## config.mk

```make
export PLATFORM = sky130hd
export DESIGN_NAME = fetch_unit
export DESIGN_NICKNAME = d
export VERILOG_FILES = /design/src/rtl/fetch_unit_pkg.sv /design/src/rtl/fetch_unit_skid.sv /design/src/rtl/fetch_unit.sv
export SDC_FILE = /design/constraint.sdc
export NUM_CORES = 1
export LEC_CHECK = 0
export ABC_AREA = 1
export CORE_UTILIZATION = 50
export CTS_BUF_LIST = sky130_fd_sc_hd__clkbuf_2
export CTS_CLUSTER_SIZE = 12
export DETAILED_ROUTE_END_ITERATION = 8
export PLACE_DENSITY = 0.86
export SLEW_MARGIN = 0
export SYNTH_ARGS = -nofsm -noshare
export SYNTH_HDL_FRONTEND = slang
export SYNTH_HIERARCHICAL = 1
export SYNTH_SLANG_ARGS = --single-unit
```

## constraint.sdc

```tcl
create_clock -name clk -period 2.2 [get_ports clk]
set_input_delay 0.22 -clock clk [delete_from_list [all_inputs] [get_ports clk]]
set_output_delay 0.22 -clock clk [all_outputs]
set_load 0.005 [all_outputs]
```

## src/rtl/fetch_unit_pkg.sv

```systemverilog
// Shared types and constants for the instruction-fetch stage.
package fetch_unit_pkg;

    // Opcode presented to decode when IF/ID is empty; control treats it as a no-op.
    localparam logic [3:0] OP_NOP = 4'hF;

    localparam int unsigned WORD_W = 16;

    typedef enum logic [1:0] {
        ST_FETCH  = 2'd0,
        ST_WAIT   = 2'd1,
        ST_HALTED = 2'd2
    } fetch_state_e;

    // PC advance; a 16-bit add wraps naturally from 16'hFFFF to 16'h0000.
    function automatic logic [WORD_W-1:0] pcIncrement(input logic [WORD_W-1:0] pc);
        return pc + 16'd1;
    endfunction

endpackage

```

## src/rtl/fetch_unit_skid.sv

```systemverilog
// One-entry holding register for an instruction word that arrives while decode is stalled.
module fetch_unit_skid
    import fetch_unit_pkg::*;
(
    input  logic              clk,
    input  logic              rst_n,
    input  logic              load_i,
    input  logic              clear_i,
    input  logic [WORD_W-1:0] data_i,
    output logic              valid_o,
    output logic [WORD_W-1:0] data_o
);

    logic              valid_q;
    logic [WORD_W-1:0] data_q;

    // Capture a parked word on load; clear wins so a redirect or consume empties the slot.
    always_ff @(posedge clk) begin
        if (!rst_n) begin
            valid_q <= 1'b0;
            data_q  <= '0;
        end else if (clear_i) begin
            valid_q <= 1'b0;
        end else if (load_i) begin
            valid_q <= 1'b1;
            data_q  <= data_i;
        end
    end

    assign valid_o = valid_q;
    assign data_o  = data_q;

endmodule

```

## src/rtl/fetch_unit.sv

```systemverilog
// Instruction-fetch stage: owns the PC, issues single-outstanding word fetches,
// and holds the IF/ID pipeline register feeding decode.
module fetch_unit
    import fetch_unit_pkg::*;
#(
    parameter logic [15:0] RESET_PC = 16'h0000
) (
    input  logic        clk,
    input  logic        rst_n,
    output logic        imem_req,
    output logic [15:0] imem_addr,
    input  logic [15:0] imem_rdata,
    input  logic        imem_valid,
    input  logic        pc_write,
    input  logic        branch,
    input  logic        branch_ne,
    input  logic [15:0] branch_target,
    input  logic        halt,
    output logic [15:0] if_instr,
    output logic [15:0] if_pc,
    output logic        if_valid,
    output logic [3:0]  opcode,
    output logic        halted
);

    fetch_state_e state_q, state_d;
    logic [15:0]  pc_q, pc_d;
    logic         req_q, req_d;
    logic         drop_q, drop_d;
    logic         halted_q, halted_d;
    logic [15:0]  if_instr_q, if_instr_d;
    logic [15:0]  if_pc_q, if_pc_d;
    logic         if_valid_q, if_valid_d;

    logic         skid_valid;
    logic [15:0]  skid_data;
    logic         skid_load;
    logic         skid_clear;

    logic         redirect;
    logic         outstanding;
    logic         resp_now;

    assign redirect    = branch | branch_ne;
    assign resp_now    = (state_q == ST_WAIT) && !skid_valid && imem_valid;
    // A request is in flight from the cycle it is driven until its response lands.
    assign outstanding = ((state_q == ST_FETCH) && req_q) ||
                         ((state_q == ST_WAIT) && !skid_valid);

    fetch_unit_skid u_skid (
        .clk     (clk),
        .rst_n   (rst_n),
        .load_i  (skid_load),
        .clear_i (skid_clear),
        .data_i  (imem_rdata),
        .valid_o (skid_valid),
        .data_o  (skid_data)
    );

    // Next-state logic, priority halt > redirect > stall > normal fetch.
    always_comb begin
        state_d    = state_q;
        pc_d       = pc_q;
        req_d      = 1'b0;
        drop_d     = drop_q;
        halted_d   = halted_q;
        if_instr_d = if_instr_q;
        if_pc_d    = if_pc_q;
        if_valid_d = if_valid_q;
        skid_load  = 1'b0;
        skid_clear = 1'b0;

        if (state_q != ST_HALTED) begin
            if (halt) begin
                state_d    = ST_HALTED;
                halted_d   = 1'b1;
                if_valid_d = 1'b0;
                drop_d     = 1'b0;
                skid_clear = 1'b1;
            end else if (redirect) begin
                pc_d       = branch_target;
                if_valid_d = 1'b0;
                skid_clear = 1'b1;
                if (outstanding && !resp_now) begin
                    drop_d  = 1'b1;
                    state_d = ST_WAIT;
                end else begin
                    drop_d  = 1'b0;
                    state_d = ST_FETCH;
                    req_d   = 1'b1;
                end
            end else if (state_q == ST_FETCH) begin
                if (req_q) begin
                    state_d = ST_WAIT;
                end else begin
                    req_d = pc_write;
                end
            end else if (drop_q) begin
                if (imem_valid) begin
                    drop_d  = 1'b0;
                    state_d = ST_FETCH;
                    req_d   = pc_write;
                end
            end else if (skid_valid) begin
                if (pc_write) begin
                    if_instr_d = skid_data;
                    if_pc_d    = pc_q;
                    if_valid_d = 1'b1;
                    pc_d       = pcIncrement(pc_q);
                    skid_clear = 1'b1;
                    state_d    = ST_FETCH;
                    req_d      = 1'b1;
                end
            end else if (imem_valid) begin
                if (pc_write) begin
                    if_instr_d = imem_rdata;
                    if_pc_d    = pc_q;
                    if_valid_d = 1'b1;
                    pc_d       = pcIncrement(pc_q);
                    state_d    = ST_FETCH;
                    req_d      = 1'b1;
                end else begin
                    skid_load = 1'b1;
                end
            end
        end
    end

    // State and IF/ID registers; reset abandons any in-flight fetch.
    always_ff @(posedge clk) begin
        if (!rst_n) begin
            state_q    <= ST_FETCH;
            pc_q       <= RESET_PC;
            req_q      <= 1'b0;
            drop_q     <= 1'b0;
            halted_q   <= 1'b0;
            if_instr_q <= 16'h0000;
            if_pc_q    <= 16'h0000;
            if_valid_q <= 1'b0;
        end else begin
            state_q    <= state_d;
            pc_q       <= pc_d;
            req_q      <= req_d;
            drop_q     <= drop_d;
            halted_q   <= halted_d;
            if_instr_q <= if_instr_d;
            if_pc_q    <= if_pc_d;
            if_valid_q <= if_valid_d;
        end
    end

    assign imem_req  = req_q;
    assign imem_addr = pc_q;
    assign if_instr  = if_instr_q;
    assign if_pc     = if_pc_q;
    assign if_valid  = if_valid_q;
    assign halted    = halted_q;
    assign opcode    = if_valid_q ? if_instr_q[15:12] : OP_NOP;

endmodule

```

==> run summary, run 1 <==
Status = finished, final reports clean
Crit Path Category = register to primary output
CTS hold repair buffers = 0
Max cap viols = 0
RSZ-0062 raised after global routing = no
Max rail drop VDD = 0.344 mV
CP arrival = 1.56 ns
CP startpoint kind = register
Layout cells sized above 1 = 9.00%
# rows = 30
Worst Path Buf+Inv = 1
Via count = 3664
Post-Syn Area per Cell = 6.79 um^2
Dpl ws = 0.0924 ns
Worst-Skew Late Latency = 0.51 ns
I/O pin count = 94
Root Driver = clkbuf_2
#FFs+latches synth = 71
Area of the mapped netlist = 3530 um^2
Net Count, Synth = 560
Worst-path fanout max = 6
Synth unique cells = 30
Syn Inst Count = 520
Area taken by multi-input logic gates = 1730 um^2
Final setup margin = 0.419 ns
Port bufs = 93
DP HPWL = 6.42 mm
CP Cell Sequence = clkdlybuf4s50_1
Num CTS Buffers = 9
Final Hold Viols = 0
Syn-to-layout area delta = 30.8%
Yosys warns = 6
Worst hold path class = input pin to register
Vias in the first global route = 3436
Tcrit/Tclk final = 81.0%
DRT Pass-1 Iters = 5
Fmax = 561 MHz
Slew Limit Fails = 0
CP Capture Type = primary output
Post-CTS Setup Bufs = 0
Post-DR vias/cell = 5.18
Clock sink total = 71
Gpl congestion = 0.874
Horiz. Die Dim = 86.0 um
Wire length per cell = 12.6 um
Crit path max-delay family = buffers and inverters
FF+latch area = 1420 um^2
GRT Util Overall = 25.0%
CTS tree = built
DRT iter0 DRCs = 196
Final Critical Period = 1.78 ns
Worst Tran Pin Value = 0.626 ns
Full die area = 7400 um^2
Critical Path RT = 1.98 ns
PwrDens = 570 nW/um^2
Antenna violations before repair = 0
Seq/Total Area, Yosys = 40.3%
CP max-delay cell = clkdlybuf4s50_1
Clk buf depth = 2
Clk slew on worst S/H paths = 0.22 ns
Clock Skew = 0.0306 ns
WHS = 0.100 ns
Leak Pwr = 1.86 nW
DRC viols = 0
Core area = 6790 um^2
Starting density of the core = 52.0%
Worst path max stage delay = 0.56 ns
Final WL = 8.90 mm
Largest net degree at the start of global routing = 41
Post-cts gate resize count = 0
H-tree Lvls = 3
Total global routing overflow = 0
Diode count = 0
ANT nets after route = 0
TNS Setup = 0 ns
Die extent in y = 86.0 um
First-pass GRT wire length = 14.9 mm
NumNets Final = 646
Slew headroom = 58.2%
Filler cells = 596
Final setup vio count = 0
## metal layers
metal	vias to the layer above	routed length [um]	GRT usage, %
met5	-	0	0
met4	0	155	10.2
met3	15	606	3.66
met2	144	4260	43.2
met1	1652	3880	31.1
li1	1853	-	-
## layout by cell type, fill, tap and decap left out, drive strengths merged, types with 2 or more instances in the layout
| cell | instances |
|---|---|
| a21oi | 35 |
| a31oi | 16 |
| buf | 9 |
| bufinv | 2 |
| clkbuf | 9 |
| clkdlybuf4s50 | 92 |
| clkinv | 2 |
| dfxtp | 71 |
| inv | 57 |
| nand2 | 125 |
| nand3 | 38 |
| nand4 | 5 |
| nor2 | 91 |
| o21ai | 52 |
## where the power goes
part | internal [mW] | switching (mW)
Clock | 0.380 | 0.493
Sequential | 1.32 | 0.0453
Combinational | 0.187 | 0.204
## flip-flops by register name, summed over array words and instances (netlist names)
register,cells
drop_q,1
imem_req,1
if_valid,1
u_skid/valid_o,1
u_skid/data_o,16
imem_addr,16
if_instr,16
state_q,2
halted,1
if_pc,16
## through the flow
step                      total power, mW  utilization, %  instance area, um^2  instances
after floorplan                      1.61               -                 3530        520
after global placement               1.78            65.9                 4480        691
after CTS                            2.64            68.0                 4620        707
after detailed placement             1.78            65.9                 4480        691
after global routing                 2.76            68.0                 4620        707
final                                2.63            68.0                 4620        707
## cell type report
type	count	share of cell area, %
clock inverter	7	2.06
tap	96	2.60
multi-input combinational	368	37.4
sequential	71	30.8
inverter	55	4.58
clock buffer	9	0.975
timing repair buffer	101	21.6
## cells in the mapped netlist
| cell type | instances | area share (%) |
|---|---|---|
| nand2_1 | 119 | 13 |
| nor2_1 | 80 | 8.5 |
| dfxtp_1 | 71 | 40 |
| inv_1 | 50 | 5.3 |
| nand3_1 | 37 | 5.2 |
| o21ai_0 | 36 | 5.1 |
| a21oi_1 | 30 | 4.3 |
| a31oi_1 | 16 | 2.8 |
| o21ai_1 | 16 | 2.3 |
| buf_2 | 9 | 1.3 |
| nor2_2 | 9 | 1.6 |
| buf_6 | 8 | 2.6 |
| clkbuf_1 | 6 | 0.64 |
| a21oi_2 | 5 | 1.2 |
| nand4_1 | 5 | 0.89 |
| inv_2 | 4 | 0.43 |
| nand2_2 | 4 | 0.71 |
| buf_4 | 2 | 0.43 |
| nand2_4 | 2 | 0.64 |
| a211oi_2 | 1 | 0.35 |
| buf_1 | 1 | 0.11 |
| ha_1 | 1 | 0.35 |
| inv_6 | 1 | 0.25 |
| nand3_4 | 1 | 0.50 |
| nand3b_1 | 1 | 0.21 |
| nor2_4 | 1 | 0.32 |
| nor2_8 | 1 | 0.57 |
| nor3_1 | 1 | 0.14 |
| nor4_1 | 1 | 0.18 |
| o211ai_1 | 1 | 0.21 |
## final timing paths
path	startpoint	endpoint	slack, ns	cells past startpoint
setup / recovery	imem_addr[8]	imem_addr[8]	0.42	1
hold / removal	rst_n	u_skid/data_o[10]	0.10	3
setup reg to reg	state_q[1]	u_skid/data_o[5]	0.49	8
hold reg to reg	halted	halted	0.48	2
## kinds of logic after synthesis
group	count (synthesis)	synth area share [%]
buffers and inverters	81	11.0
adders and majority gates	1	0.354
AOI/OAI and AO/OA	105	16.3
and+or+nand+nor	262	32.1
DFF	71	40.3
Note: power is estimated with default switching activity, not from simulation.
==> run 2, diff against run 1 <==
- CORE_UTILIZATION: 50 -> 45
- PLACE_DENSITY: 0.86 -> 0.82
- clock period: 2.2 -> 1.4 ns (I/O delays scaled with it)
==> run 2 against run 1 <==
Net effect: the flow now finishes with violations (setup timing); combinational power increased by 130%; via count increased by 20%; global-route usage increased by 2.2 points; clock skew increased by 0.0040 ns; register-to-register slack got worse by 0.65 ns; critical path type is now register to register; largest cell class unchanged; largest power group unchanged.
==> run summary, run 2 (synthesized netlist as in run 1, its figures left out) <==
Status = complete, but fails checks
Failing checks = setup timing
Wire length per cell = 17.3 um
Area taken by multi-input logic gates = 2020 um^2
First-pass GRT wire length = 18.1 mm
Final setup margin = -0.163 ns
Port bufs = 93
Post-layout instance area = 5780 um^2
Placed cell area = 4800 um^2
Tcrit/Tclk final = 112%
NumNets Final = 723
Via count = 4412
Worst path most repeated cell = buf_6
Clk buf depth = 2
Post-DR vias/cell = 5.61
Flop pwr share = 44.0%
Num CTS Buffers = 9
DRT iter0 DRCs = 509
Clock power frac = 37.3%
Clock sink total = 71
Met2 WL post-DR = 6.75 mm
RSZ-0062 raised after global routing = yes
Top sig layer = met4
H-tree Lvls = 3
ANT nets after route = 0
Crit path max-delay family = buffers and inverters
Leak Pwr = 2.61 nW
Worst hold path class = input pin to register
Diode count = 0
CP Capture Type = register
DP HPWL = 7.06 mm
CP arrival = 2.01 ns
Pwr Total = 4.83 mW
Syn-to-layout area delta = 63.6%
Final setup vio count = 61
Full die area = 8200 um^2
Vias in the first global route = 3914
Final WL = 13.6 mm
Die extent in y = 90.6 um
Worst path max stage delay = 0.42 ns
Max cap viols = 0
Clock Skew = 0.0346 ns
Final Hold Viols = 0
CP Cell Sequence = buf_12 -> inv_6 -> nand2_4 -> nand3_4 -> buf_6 -> nor2_4 -> buf_6 -> clkbuf_16 -> a21oi_1
Dpl ws = -0.383 ns
Core area = 7410 um^2
# rows = 31
Most common cell after layout, fill and taps aside = nand2_1
PwrDens = 837 nW/um^2
Antenna violations before repair = 0
Slew Limit Fails = 0
Inst Count DP = 727
Psw = 1.37 mW
Total global routing overflow = 0
Horiz. Die Dim = 90.6 um
CTS tree = built
Root Driver = clkbuf_2
Int Power = 3.47 mW
DRT Pass-1 Iters = 5
I/O pin count = 94
Max rail drop VDD = 0.617 mV
Fin cells = 787
FF+latch area = 1510 um^2
Most frequent cells in the layout = 114 x nand2_1, 69 x nor2_1, 54 x buf_4, 47 x dfxtp_2
Net Sw Frac = 28.3%
Fmax = 640 MHz
Gpl congestion = 0.890
DRC viols = 0
Clk slew on worst S/H paths = 0.22 ns
Worst Path Buf+Inv = 5
CP startpoint kind = register
Worst-Skew Late Latency = 0.56 ns
CP max-delay cell = dfxtp_4
GRT Util Overall = 27.2%
Comb power frac = 18.7%
Final Critical Period = 1.56 ns
Met3 WL = 1.17 mm
Final Core Density = 78.0%
Slew headroom = 74.2%
Starting density of the core = 47.7%
Worst Tran Pin Value = 0.383 ns
Crit Path Category = register to register
Wl on met1 = 5.14 mm
Layout cells sized above 1 = 36.8%
Filler cells = 482
Largest net degree at the start of global routing = 27
Worst-path fanout max = 6
Critical Path RT = 1.85 ns
WHS = 0.179 ns
TNS Setup = -4.96 ns
## run 2: changes by cell type in the layout (fill, tap and decap cells not counted), moves of 13 or more
| cell | previous run | this run |
|---|---|---|
| buf_4 | 7 | 54 |
| buf_6 | 0 | 17 |
| clkdlybuf4s50_1 | 92 | 37 |
| dlygate4sd2_1 | 0 | 43 |
| o21ai_2 | 0 | 13 |
| dfxtp_2 | 0 | 47 |
| dfxtp_1 | 71 | 17 |
## run 2: area by class of cell
class	count	share of cell area (%)
tap	99	2.14
multi-input combinational	369	35.0
timing repair buffer	177	29.7
clock inverter	7	2.47
inverter	55	3.83
sequential	71	26.1
clock buffer	9	0.780
## run 2: what timing repair did
action / in CTS / in global routing
cloned: 1 / 9
hold endpoints to repair: 7 / 0
endpoints found under the setup margin: 81 / 73
gates resized for setup: 141 / 99
hold buffers: 1 / 0
setup buffers: 27 / 8
pin swaps: 3 / 26
## run 2: worst paths after layout
check	start	to	slack, ns	cells after the start
setup / recovery	u_skid/valid_o	if_pc[9]	-0.16	9
hold / removal	imem_rdata[14]	if_instr[14]	0.18	3
setup reg to reg	u_skid/valid_o	if_pc[9]	-0.16	9
hold reg to reg	halted	halted	0.48	2
## run 2: worst min-delay path: stages
cell             delay [ns]
clkdlybuf4s50_1        0.42
nand2_1                0.07
a31oi_1                0.08
## run 2: power groups by stage
stage / Combinational [mW] / Clock, mW / Sequential (mW)
floorplan: 0.348 / 0 / 2.18
global placement: 0.717 / 0 / 2.18
detailed placement: 0.731 / 0 / 2.18
CTS: 0.797 / 1.76 / 2.12
global route: 0.965 / 1.90 / 2.13
finish: 0.905 / 1.80 / 2.13
## run 2: per-layer routing
| layer | up-vias | track usage [%] |
|---|---|---|
| met1 | 2057 | 33.4 |
| met3 | 65 | 5.47 |
| met4 | 0 | 9.81 |
| met2 | 283 | 47.0 |
| li1 | 2007 | - |
| met5 | - | 0 |
